File: config.mk
export PLATFORM = sky130hd
export DESIGN_NAME = ddr_scan_arbiter
export DESIGN_NICKNAME = d
export VERILOG_FILES = /design/src/rtl/ddr_scan_arbiter.sv
export SDC_FILE = /design/constraint.sdc
export NUM_CORES = 1
export LEC_CHECK = 0
export CAP_MARGIN = 20
export CELL_PAD_IN_SITES_DETAIL_PLACEMENT = 0
export CELL_PAD_IN_SITES_GLOBAL_PLACEMENT = 1
export CORE_AREA = 2 2 256 258
export CTS_BUF_LIST = sky130_fd_sc_hd__clkbuf_2
export CTS_CLUSTER_DIAMETER = 200
export DETAILED_ROUTE_END_ITERATION = 8
export DIE_AREA = 0 0 258 260
export PLACE_DENSITY_LB_ADDON = 0.1
export SETUP_SLACK_MARGIN = 0.05
export SLEW_MARGIN = 30
export SYNTH_ARGS = -nofsm -noshare
export SYNTH_HDL_FRONTEND = slang
export SYNTH_SLANG_ARGS = --single-unit
File: constraint.sdc
create_clock -name clk_clk -period 3.9 [get_ports clk_clk]
set_clock_uncertainty 0.15 [all_clocks]
set_input_delay 0.78 -clock clk_clk [delete_from_list [all_inputs] [get_ports clk_clk]]
set_output_delay 0.78 -clock clk_clk [all_outputs]
set_load 0.01 [all_outputs]
File: src/rtl/ddr_scan_arbiter.sv
// Two-master Avalon-MM arbiter: scanout reader (read priority, credit-limited)
// and pixel writer (bursts, anti-starvation) sharing one DDR3 slave port.
module ddr_scan_arbiter #(
   parameter int ADDR_W       = 29,
   parameter int DATA_W       = 128,
   parameter int BURST_W      = 7,
   parameter int MAX_PENDING  = 256,
   parameter int STARVE_LIMIT = 64
) (
   input  logic                clk_clk,
   input  logic                reset_reset_n,
   input  logic [ADDR_W-1:0]   m0_address,
   input  logic                m0_read,
   input  logic [BURST_W-1:0]  m0_burstcount,
   output logic                m0_waitrequest,
   output logic [DATA_W-1:0]   m0_readdata,
   output logic                m0_readdatavalid,
   input  logic [ADDR_W-1:0]   m1_address,
   input  logic                m1_write,
   input  logic [DATA_W-1:0]   m1_writedata,
   input  logic [DATA_W/8-1:0] m1_byteenable,
   input  logic [BURST_W-1:0]  m1_burstcount,
   output logic                m1_waitrequest,
   output logic [ADDR_W-1:0]   avm_address,
   output logic                avm_read,
   output logic                avm_write,
   output logic [DATA_W-1:0]   avm_writedata,
   output logic [DATA_W/8-1:0] avm_byteenable,
   output logic [BURST_W-1:0]  avm_burstcount,
   input  logic                avm_waitrequest,
   input  logic [DATA_W-1:0]   avm_readdata,
   input  logic                avm_readdatavalid,
   output logic                err_underflow
);

   localparam int PEND_W = $clog2(MAX_PENDING + 1);
   localparam int STRV_W = $clog2(STARVE_LIMIT + 1);

   typedef enum logic [1:0] {IDLE, GRANT_RD, GRANT_WR} state_t;

   state_t             state, state_nxt;
   logic [PEND_W-1:0]  pending, pending_nxt;
   logic [STRV_W-1:0]  starve, starve_nxt;
   logic [BURST_W-1:0] beats_left, beats_left_nxt;
   logic [31:0]        credit_sum;
   logic               credit_ok, starve_full;
   logic               rd_acc, wr_acc, underflow;
   logic [PEND_W-1:0]  add_v, sub_v;

   assign m0_readdata      = avm_readdata;
   assign m0_readdatavalid = avm_readdatavalid;

   assign credit_sum  = 32'(pending) + 32'(m0_burstcount);
   assign credit_ok   = credit_sum <= 32'(MAX_PENDING);
   assign starve_full = starve == STRV_W'(STARVE_LIMIT);

   assign rd_acc = (state == GRANT_RD) && m0_read && !avm_waitrequest;
   assign wr_acc = (state == GRANT_WR) && m1_write && !avm_waitrequest;

   always_comb begin
      state_nxt      = state;
      beats_left_nxt = beats_left;
      avm_address    = '0;
      avm_read       = 1'b0;
      avm_write      = 1'b0;
      avm_writedata  = '0;
      avm_byteenable = '0;
      avm_burstcount = '0;
      m0_waitrequest = 1'b1;
      m1_waitrequest = 1'b1;
      unique case (state)
         IDLE: begin
            if (starve_full && m1_write)
               state_nxt = GRANT_WR;
            else if (m0_read && credit_ok)
               state_nxt = GRANT_RD;
            else if (m1_write)
               state_nxt = GRANT_WR;
         end
         GRANT_RD: begin
            avm_address    = m0_address;
            avm_read       = m0_read;
            avm_burstcount = m0_burstcount;
            m0_waitrequest = avm_waitrequest;
            if (rd_acc)
               state_nxt = IDLE;
         end
         GRANT_WR: begin
            avm_address    = m1_address;
            avm_write      = m1_write;
            avm_writedata  = m1_writedata;
            avm_byteenable = m1_byteenable;
            avm_burstcount = m1_burstcount;
            m1_waitrequest = avm_waitrequest;
            // beats_left==0 inside the grant means the first beat is still due
            if (wr_acc) begin
               if (beats_left == '0) begin
                  if (m1_burstcount <= BURST_W'(1))
                     state_nxt = IDLE;
                  else
                     beats_left_nxt = m1_burstcount - BURST_W'(1);
               end else begin
                  beats_left_nxt = beats_left - BURST_W'(1);
                  if (beats_left == BURST_W'(1))
                     state_nxt = IDLE;
               end
            end
         end
         default: state_nxt = IDLE;
      endcase
   end

   // a beat arriving with the accepting command is charged to that command
   always_comb begin
      underflow = avm_readdatavalid && (pending == '0) && !rd_acc;
      add_v     = rd_acc ? PEND_W'(m0_burstcount) : '0;
      sub_v     = (avm_readdatavalid && !underflow) ? PEND_W'(1) : '0;
      pending_nxt = pending + add_v - sub_v;
   end

   always_comb begin
      starve_nxt = starve;
      if (state != GRANT_WR && state_nxt == GRANT_WR)
         starve_nxt = '0;
      else if (m1_write && state != GRANT_WR && !starve_full)
         starve_nxt = starve + STRV_W'(1);
   end

   always_ff @(posedge clk_clk or negedge reset_reset_n) begin
      if (!reset_reset_n) begin
         state         <= IDLE;
         pending       <= '0;
         starve        <= '0;
         beats_left    <= '0;
         err_underflow <= 1'b0;
      end else begin
         state      <= state_nxt;
         pending    <= pending_nxt;
         starve     <= starve_nxt;
         beats_left <= beats_left_nxt;
         if (underflow)
            err_underflow <= 1'b1;
      end
   end

endmodule

==> impl_results.md, run 1 <==
* Status: completed
* CP cell instances: buf_4 -> inv_1 -> ha_4 -> buf_4 -> buf_4 -> and2_1 -> clkdlybuf4s50_1
* Core area at roughly 64000 µm²
* Largest net degree at the start of global routing at 51
* Buf/Inv on CP at 5
* CTS max path bufs at 2
* Worst-skew pair later-pin latency at 0.49 ns
* Dpl ws at -0.3662 ns
* Slew margin rel. at 50.52%
* Port bufs at 407
* Share of cells above drive strength 1 at roughly 5.4%
* Top delay family on crit path: buffers and inverters
* Minimum clock period at 3.607 ns
* Post-Syn Nets at 1043
* Number of CTS-inserted buffers at 3
* Initial Utilization at 7.755%
* Post-Route WL at 37.14 mm
* Fin area at between 9000 and 10000 µm²
* Die width at 258 µm
* Final ANT Viol Nets at 0
* Yosys top cell by area: buf_4
* H-tree depth at 1
* Final Max Tran Viols at 0
* RSZ-0062 raised after global routing: no
* Seq/Total Area, Yosys at 13.09%
* Mapped Cells at 658
* Synth cell types at 55
* Sink Count at 26
* #FFs+latches synth at 26
* Crit path launch type: flop
* Placed cell areas at 9254 µm²
* Vias after detailed routing at 5665
* First-pass GRT wire length at 48.70 mm
* R2R Path Start: state[0]$_DFF_PN0_
* Commonest cells in the netlist: 147 x and2_1, 129 x buf_4, 44 x nor2b_1, 37 x a22oi_1, 33 x ha_1
* Power Density at 585.0 nW/µm²
* DR vias/cell at between 3 and 4
* Hold buffers post-CTS at 0
* Reg-to-Reg End: pending[8]$_DFF_PN0_
* CTS tree: built
* Worst slew pin tran at 0.7422 ns
* Avg Synthesized Cell Area at 7.557 µm²
* Hold Crit Class: input port to asynchronous set/reset pin
* Total GRT Usage at between 10% and 20%
* Drc violations at 0
* Post-synth EDFFs at 0
* Routed wire per std cell at 20.67 µm
* Final Worst Setup Slack at 0.2934 ns
* Endpoints failing setup at 0
* FFs w/ async S/R, synth at 100.0%
* CP Class: flop to primary output
* Final setup TNS at 0 ns
* Hold Fails Final Rpt at 0
* Top-area cell type share of the netlist area at between 15 and 20%
* Pwr Total at 5469 µW
* DR iter-0 viols at 111
* Synth Flop Type: dfrtp_1
* Slowest cell on crit path: clkdlybuf4s50_1
* Final Wtd Congestion at 0.7303
* Area Overhead vs Synth at 88.02%
* Post-DP HPWL at 32.62 mm
* CP peak stage delay at 0.72 ns
* Max cap viols at 0
* Synth area leaders: buf_4 19%, and2_1 18%, dfrtp_1 13%, ha_1 8.3%, a22oi_1 5.6%
* Reg clk slew, reported paths at ~0.36 ns
* R2R cell count at 15
* Die area at ~67000 µm²
* Fmax at 277.3 MHz
* Synth warn at 0
* CP arrival at roughly 2.7 ns
* Vias in the first global route at 5968
* Final Net Count at 1327
* Mapped cell area at 4972 µm²
* Origin of the worst setup path: state[0]$_DFF_PN0_
* Most used cell, CP: buf_4
* Reg2Reg Setup Slack at about 0.32 ns
* Worst VDD drop at approximately 0.25 mV
* Most common cell in the netlist: and2_1
* Worst Path Required at 2.97 ns
* Remaining global-route overflow at 0
* DRT Pass-1 Iters at 4
* Die H at between 200 and 300 µm
* Final Cycle Share at 92.48%
* Crit path capture type: primary output
* Site Rows at just over 90
* Fin util at ~15%
* # IOs at 664
* Initial antenna violation count at 17
* Clock root cell: clkbuf_2
* Leak pwr at between 0.003 and 0.004 µW
* CP max FO at 19
## stage by stage
| stage | hold slack (ns) | cells |
|---|---|---|
| 3_3_place_gp | 0.3113 | 1787 |
| 6_report | 0.1042 | 1797 |
| 3_5_place_dp | 0.3206 | 1787 |
| 4_1_cts | 0.1202 | 1796 |
| 2_1_floorplan | 0.3344 | 658 |
| 5_1_grt | 0.1100 | 1797 |
## state kept, by name (all words and copies together) (netlist names)
| signal | flops |
|---|---|
| pending | 9 |
| beats_left | 7 |
| starve | 7 |
| state | 2 |
| err_underflow | 1 |
## placed cells by master (no fill, tap or decap), types with 2 or more instances in the layout
| cell | count |
|---|---|
| nand4_1 | 7 |
| buf_12 | 3 |
| a311oi_1 | 8 |
| nor3b_1 | 2 |
| mux2i_1 | 2 |
| nand2_1 | 26 |
| nand3_1 | 6 |
| dfrtp_1 | 26 |
| a211oi_1 | 2 |
| xor2_1 | 11 |
| o21ai_0 | 6 |
| nand2b_1 | 5 |
| o2bb2ai_1 | 4 |
| o41ai_1 | 2 |
| nor3_1 | 9 |
| a22oi_1 | 37 |
| and2_1 | 147 |
| a21oi_1 | 13 |
| ha_1 | 32 |
| a21o_1 | 10 |
| o211ai_1 | 3 |
| xnor2_1 | 9 |
| o221ai_1 | 2 |
| clkdlybuf4s50_1 | 404 |
| buf_4 | 30 |
| nor2b_1 | 44 |
| clkbuf_2 | 3 |
| or3_1 | 4 |
| nor4b_1 | 3 |
| nor4_1 | 2 |
| inv_1 | 31 |
| nor2_1 | 16 |
## how the worst max path moves through the flow
stage / to / slack (ns) / depth (start not counted)
final: avm_writedata[3] / 0.29 / 7
after CTS: pending[8]$_DFF_PN0_ / 0.14 / 15
after global placement: pending[8]$_DFF_PN0_ / -0.30 / 15
after global routing: pending[8]$_DFF_PN0_ / 0.05 / 15
after floorplan: pending[8]$_DFF_PN0_ / 0.26 / 15
after detailed placement: pending[8]$_DFF_PN0_ / -0.37 / 15
## layer usage
metal	vias to the layer above	wire, µm	track usage (%)
met4	2	614	1.846
met1	2589	12650	10.02
met5	-	66	0.7123
li1	2631	-	-
met2	370	20120	20.33
met3	73	3687	4.376
## final cells by class
cell class              count  area (µm²)
multi-input cells         439        3122
inverters                  31       116.4
diodes                      1       2.502
well taps                 855        1070
fillers                  7349       54770
flip-flops and latches     26       650.6
clock inverters             1       3.754
clock buffers               3       15.01
repair buffers            441        4369
## what timing repair did
action                                  in CTS  in global routing
buffers inserted                             5                  0
endpoints found under the setup margin      71                  1
resized for setup                            1                  4
pin swaps                                    1                  4
## cell families (layout without fill, tap and decap cells)
logic type | after synthesis | in the layout | synth area share (%)
other | 0 | 1 | 0
AOI/OAI and AO/OA | 102 | 102 | 15.75
muxes | 3 | 3 | 0.6291
buffers and inverters | 193 | 476 | 24.66
DFF | 26 | 26 | 13.08
and+or+nand+nor | 279 | 279 | 33.24
xor gates and xnor gates | 20 | 20 | 3.523
adders and majority gates | 35 | 35 | 9.109
## where the power goes
part	leakage, µW	switching [µW]	internal (µW)
registers	0.000324	139	392
clock network	0.0000140	125	22.1
logic	0.00306	2370	2420
No activity file was read; power rests on OpenSTA's default activity.
==> run 2: changes to the inputs <==
Settings changed: TNS_END_PERCENT from default to 20.
==> results of run 2 <==
The final DEF is identical to that of run 1; final timing and power are the same.
